`config.mk`:
```
export PLATFORM = sky130hd
export DESIGN_NAME = clk_div_cfg_ctrl
export DESIGN_NICKNAME = d
export VERILOG_FILES = /design/src/rtl/clk_div_cfg_ctrl.sv
export SDC_FILE = /design/constraint.sdc
export NUM_CORES = 1
export LEC_CHECK = 0
export CAP_MARGIN = 20
export CORE_MARGIN = 5
export CORE_UTILIZATION = 46
export DETAILED_ROUTE_END_ITERATION = 10
export GPL_TIMING_DRIVEN = 1
export PLACE_DENSITY_LB_ADDON = 0.1
export SLEW_MARGIN = 10
export SYNTH_ARGS = -nofsm -noshare
export SYNTH_HDL_FRONTEND = slang
export SYNTH_SLANG_ARGS = --single-unit
```
`constraint.sdc`:
```
create_clock -name i_ref_clk -period 1.7 [get_ports i_ref_clk]
set_input_delay 0.34 -clock i_ref_clk [delete_from_list [all_inputs] [get_ports i_ref_clk]]
set_output_delay 0.34 -clock i_ref_clk [all_outputs]
set_load 0.02 [all_outputs]
```
`src/rtl/clk_div_cfg_ctrl.sv`:
```
// Reconfiguration sequencer for the programmable clock divider: arbitrates ratio-change
// requests and applies them glitch-free. Optional macro CLK_DIV_CFG_TIMEOUT_FLAG_EN adds a sticky timeout flag.
//
// state     | meaning
// ----------+-----------------------------------------------------------
// IDLE      | no change in flight; arbitrate pending requests
// CHECK     | compare latched ratio with current, pick the path
// WAIT_EDGE | divider running; wait for its falling edge (or timeout)
// GATE      | clock enable held low for GATE_CYC cycles
// LOAD      | drive the new ratio onto the divider
// ENABLE    | re-enable the divider
// SETTLE    | let the divider settle for SETTLE_CYC cycles
// ACK       | pulse the ack to the granted requester
`timescale 1ns/1ps
module clk_div_cfg_ctrl #(
    parameter int unsigned INT_WIDTH   = 8,
    parameter int unsigned RST_RATIO   = 1,
    parameter int unsigned GATE_CYC    = 2,
    parameter int unsigned SETTLE_CYC  = 4,
    parameter int unsigned TIMEOUT_CYC = 64
) (
    input  logic                 i_ref_clk,
    input  logic                 i_rst,
    input  logic [1:0]           i_req_valid,
    input  logic [INT_WIDTH-1:0] i_req_ratio0,
    input  logic [INT_WIDTH-1:0] i_req_ratio1,
    output logic [1:0]           o_req_ack,
    input  logic                 i_div_clk,
    output logic                 o_clk_en,
    output logic [INT_WIDTH-1:0] o_div_ratio,
`ifdef CLK_DIV_CFG_TIMEOUT_FLAG_EN
    input  logic                 i_err_clr,
    output logic                 o_timeout_err,
`endif
    output logic                 o_busy
);

    localparam int unsigned CNT_W = 8;
    localparam logic [CNT_W-1:0] GATE_LD    = CNT_W'(GATE_CYC - 1);
    localparam logic [CNT_W-1:0] SETTLE_LD  = CNT_W'(SETTLE_CYC - 1);
    localparam logic [CNT_W-1:0] TIMEOUT_LD = CNT_W'(TIMEOUT_CYC - 1);
    localparam logic [INT_WIDTH-1:0] RATIO_RST = INT_WIDTH'(RST_RATIO);
    localparam logic [INT_WIDTH-1:0] RATIO_MIN = INT_WIDTH'(2);

    typedef enum logic [2:0] {
        IDLE,
        CHECK,
        WAIT_EDGE,
        GATE,
        LOAD,
        ENABLE,
        SETTLE,
        ACK
    } state_t;

    state_t               state_q, state_d;
    logic [CNT_W-1:0]     cnt_q, cnt_d;
    logic                 rr_q, rr_d;
    logic                 gnt_idx_q, gnt_idx_d;
    logic [INT_WIDTH-1:0] new_ratio_q, new_ratio_d;
    logic [INT_WIDTH-1:0] ratio_q, ratio_d;
    logic                 clk_en_q, clk_en_d;
    logic [1:0]           ack_q, ack_d;
    logic                 div_clk_q;
    logic                 fall_edge;
    logic                 gnt_sel;

    assign fall_edge = div_clk_q & ~i_div_clk;
    assign gnt_sel   = (&i_req_valid) ? rr_q : i_req_valid[1];

    always_ff @(posedge i_ref_clk) begin
        if (i_rst) begin
            state_q     <= IDLE;
            cnt_q       <= '0;
            rr_q        <= 1'b0;
            gnt_idx_q   <= 1'b0;
            new_ratio_q <= '0;
            ratio_q     <= RATIO_RST;
            clk_en_q    <= 1'b0;
            ack_q       <= '0;
            div_clk_q   <= 1'b0;
        end else begin
            state_q     <= state_d;
            cnt_q       <= cnt_d;
            rr_q        <= rr_d;
            gnt_idx_q   <= gnt_idx_d;
            new_ratio_q <= new_ratio_d;
            ratio_q     <= ratio_d;
            clk_en_q    <= clk_en_d;
            ack_q       <= ack_d;
            div_clk_q   <= i_div_clk;
        end
    end

    always_comb begin
        state_d     = state_q;
        cnt_d       = cnt_q;
        rr_d        = rr_q;
        gnt_idx_d   = gnt_idx_q;
        new_ratio_d = new_ratio_q;
        ratio_d     = ratio_q;
        clk_en_d    = clk_en_q;
        ack_d       = '0;
        case (state_q)
            IDLE: begin
                if (|i_req_valid) begin
                    gnt_idx_d   = gnt_sel;
                    new_ratio_d = gnt_sel ? i_req_ratio1 : i_req_ratio0;
                    rr_d        = ~gnt_sel;
                    state_d     = CHECK;
                end
            end
            CHECK: begin
                if (new_ratio_q == ratio_q) begin
                    state_d = ACK;
                end else if (!clk_en_q) begin
                    state_d  = GATE;
                    cnt_d    = GATE_LD;
                    clk_en_d = 1'b0;
                end else begin
                    state_d = WAIT_EDGE;
                    cnt_d   = TIMEOUT_LD;
                end
            end
            WAIT_EDGE: begin
                // a timeout still gates: the divider is assumed stuck, not mid-pulse
                if (fall_edge || (cnt_q == '0)) begin
                    state_d  = GATE;
                    cnt_d    = GATE_LD;
                    clk_en_d = 1'b0;
                end else begin
                    cnt_d = cnt_q - 1'b1;
                end
            end
            GATE: begin
                if (cnt_q == '0) begin
                    state_d = LOAD;
                end else begin
                    cnt_d = cnt_q - 1'b1;
                end
            end
            LOAD: begin
                ratio_d = new_ratio_q;
                if (new_ratio_q >= RATIO_MIN) begin
                    state_d  = ENABLE;
                    clk_en_d = 1'b1;
                end else begin
                    state_d = ACK;
                end
            end
            ENABLE: begin
                state_d = SETTLE;
                cnt_d   = SETTLE_LD;
            end
            SETTLE: begin
                if (cnt_q == '0) begin
                    state_d = ACK;
                end else begin
                    cnt_d = cnt_q - 1'b1;
                end
            end
            ACK: begin
                ack_d   = gnt_idx_q ? 2'b10 : 2'b01;
                state_d = IDLE;
                cnt_d   = '0;
            end
            default: begin
                state_d = IDLE;
            end
        endcase
    end

    always_comb begin
        o_busy      = (state_q != IDLE);
        o_clk_en    = clk_en_q;
        o_div_ratio = ratio_q;
        o_req_ack   = ack_q;
    end

`ifdef CLK_DIV_CFG_TIMEOUT_FLAG_EN
    logic err_q, err_d;
    logic timeout_ev;

    assign timeout_ev = (state_q == WAIT_EDGE) && !fall_edge && (cnt_q == '0);

    always_comb begin
        err_d = err_q;
        if (timeout_ev) begin
            err_d = 1'b1;
        end else if (i_err_clr) begin
            err_d = 1'b0;
        end
    end

    always_ff @(posedge i_ref_clk) begin
        if (i_rst) begin
            err_q <= 1'b0;
        end else begin
            err_q <= err_d;
        end
    end

    assign o_timeout_err = err_q;
`endif

endmodule

```
==> impl_metrics.csv <==
group,metric,value,unit
worst_setup_path,cpPeakStageDelay,0.33,ns
worst_setup_path,criticalPathCategory,"flop to flop",
global_routing,grt_pass1_vias,1671,
worst_hold_path,timing.hold.worst.class,"flop to flop",
worst_setup_path,reg2reg_to,"cnt_q[5]",
route,detail_route.vias_per_cell,5.69,
finish,final_nets,276,
clock_tree,clk_pin_slew,0.07,ns
sta,fmax,0.595,GHz
finish,final_common_cell,"clkdlybuf4s50_1",
route,first_iter_violations,97,
sta,worst_pin_slew,0.712,ns
worst_setup_path,slowest_stage,"dfxtp_2",
yosys,yosys_most_used_dff,"dfxtp_1",
yosys,ys_types,42,
yosys,synth_seq_cells,33,
global_routing,grt_max_degree,16,
sta,period_share,98.8,%
sta,relSlewSlack,52.2,%
floorplan,die_y,70.5,um
sta,setup_viol,0,
floorplan,rows,22,
worst_setup_path,regToRegSetupSlack,0.02,ns
worst_setup_path,crit_path_end_kind,"flop",
worst_setup_path,r2r-start,"cnt_q[1]",
worst_hold_path,min_to,"o_req_ack[0]",
route,wirelength,4610,um
route,ant_nets,0,
worst_setup_path,start_kind,"flop",
global_routing,gr-total-overflow,0,
clock_tree,cts.path.max_buffers,2,
worst_hold_path,hold_start,"gnt_idx_q",
job,maxCapViolations,0,
finish,layout_common_cells,"31 x clkdlybuf4s50_1, 30 x dfxtp_1, 25 x nor2_1",
place,globalplace.congestion,0.966,
power_and_ir_drop,irDropWorstVdd,710,uV
sta,min_period,1.68,ns
floorplan,coreArea,0.00361,mm^2
yosys,synthCells,200,
finish,antennaDiodeCount,0,
floorplan,die_w,70.5,um
sta,skew,0.00369,ns
yosys,async_flop_share,0,%
yosys,synth_fp_nets,223,
global_routing,grt_pass1_wl,7870,um
power_and_ir_drop,power.density,1670,mW/mm^2
clock_tree,cts_tree,"yes",
worst_setup_path,reg2regPathDepth,8,
yosys,synth_edf_count,0,
clock_tree,root_buffer,"clkbuf_8",
yosys,netlist_area,0.00168,mm^2
finish,drive_gt1_share,24.0,%
worst_setup_path,cp_data_required_time,1.90,ns
floorplan,ios,33,
worst_setup_path,path_cells,"inv_2, ha_4, nor3b_4, a21bo_2, a21oi_4, buf_6, a31oi_4, o32ai_2",
status,outcome,"completed",
clock_tree,htreeDepth,2,
place,portBuffers,32,
floorplan,die_area,0.00497,mm^2
worst_setup_path,cp_max_fo,7,
clock_tree,clock_sinks,33,
worst_hold_path,whs_path_depth,1,
route,drt-pass1-iter-count,4,
place,dpl.hpwl,3350,um
route,wl_per_cell,15.3,um
floorplan,start_util,46.7,%
yosys,postSynthAreaPerCell,8.42,um^2
route,post-route-drc-count,0,
route,num_vias,1719,
sta,setup_slack,0.0205,ns
worst_setup_path,cp_data_arrival_time,1.88,ns
yosys,yosys_warnings,0,
global_routing,grt_usage,19.5,%
yosys,yosysSeqAreaShare,39.2,%
clock_tree,numCtsBuffers,5,
global_routing,antenna_found_initial,0,
place,place_ws,-0.245,ns
clock_tree,clk_latency,0.29,ns
sta,hold_viol,0,
finish,syn_to_final_growth,44.4,%
sta,slew_viol_final,0,
power_and_ir_drop,finalPower,4060,uW
sta,rsz0062_at_grt,"true",
power_and_ir_drop,leakage,0.000888,uW
## worst max-delay path by stage
stage	startpoint	to	slack, ns	cells past startpoint
6_report	cnt_q[1]	cnt_q[5]	0.02	8
5_1_grt	cnt_q[1]	cnt_q[5]	-0.06	8
3_5_place_dp	i_div_clk	cnt_q[5]	-0.25	7
4_1_cts	cnt_q[0]	cnt_q[5]	0.004	8
3_3_place_gp	i_div_clk	cnt_q[5]	-0.16	7
2_1_floorplan	cnt_q[0]	cnt_q[7]	0.02	8
## flip-flops by register name, indices dropped and copies added, names as in the netlist
signal,cells
cnt_q,8
div_clk_q,1
gnt_idx_q,1
new_ratio_q,8
o_clk_en,1
o_div_ratio,8
o_req_ack,2
rr_q,1
state_q,3
## cell families after synthesis
| family | after synthesis | share of synthesized area (%) |
|---|---|---|
| flops | 33 | 39.2 |
| simple gates | 80 | 24.2 |
| buf+inv | 19 | 5.20 |
| fa+ha+maj | 2 | 1.49 |
| compound gates | 58 | 25.7 |
| xor+xnor | 8 | 4.16 |
## routing by layer
| metal | up-vias | share of wire, % | GRT usage, % |
|---|---|---|---|
| li1 | 846 | - | - |
| met1 | 812 | 41 | 22.0 |
| met2 | 47 | 51 | 33.5 |
| met3 | 14 | 5.3 | 5.90 |
| met4 | 0 | 2.6 | 8.94 |
| met5 | - | 0 | 0 |
## per-stage QoR
stage | TNS, ns | util, % | hold WS, ns | area, um^2 | std cells
3_5_place_dp | -2.81 | 60.5 | 0.477 | 2180 | 293
5_1_grt | -0.213 | 67.4 | 0.498 | 2430 | 302
4_1_cts | 0 | 64.0 | 0.488 | 2310 | 302
2_1_floorplan | 0 | - | 0.414 | 1680 | 200
3_3_place_gp | -2.04 | 60.5 | 0.463 | 2180 | 293
6_report | 0 | 67.4 | 0.485 | 2430 | 302
## report_power, final
part / internal, uW / leakage (uW) / switching [uW]
sequential: 926 / 0.000270 / 180
combinational: 1100 / 0.000564 / 1210
clock: 366 / 0.0000542 / 285
total: 2390 / 0.000888 / 1670
## layout make-up
class | count | area (um^2)
fillers | 310 | 1170
multi-input cells | 148 | 1070
flip-flops and latches | 33 | 664
repair buffers | 56 | 500
clock buffers | 7 | 96.3
well taps | 48 | 60.1
inverters | 9 | 33.8
clock inverters | 1 | 5.00
## worst max-delay path: cells and delay by family (launching register included)
family	cells	cell delay, ns
AO/OA/AOI/OAI	4	0.74
adder cells (fa/ha/maj)	1	0.15
buffers and inverters	2	0.21
flip-flops	1	0.33
AND/OR/NAND/NOR	1	0.15
## synth_stat cells, types with 2 or more instances
cell	number	area share, %
nor4_1	3	1.1
a211oi_1	2	0.89
buf_6	2	1.3
a222oi_1	8	4.8
nand3_1	4	1.2
nand3b_1	2	0.89
o21ai_1	2	0.59
o32ai_1	7	3.6
clkbuf_1	6	1.3
xnor2_1	8	4.2
dfxtp_1	33	39
a21oi_1	19	5.6
a31oi_1	3	1.1
nor3_1	2	0.59
a221oi_1	2	1.0
nand4_1	2	0.74
inv_1	9	2.0
or3_1	2	0.74
ha_1	2	1.5
nor2_1	26	5.8
nand2b_1	8	3.0
nand2_1	23	5.1
a22oi_1	6	2.7
## timing repair
action                                  4_1_cts  5_1_grt
pin swaps                                     1       11
endpoints found under the setup margin        7       18
setup buffers                                 0        0
resized for setup                             5       24
hold buffers                                  0        0
gates cloned                                  1        0
No activity file was read; power rests on OpenSTA's default activity.
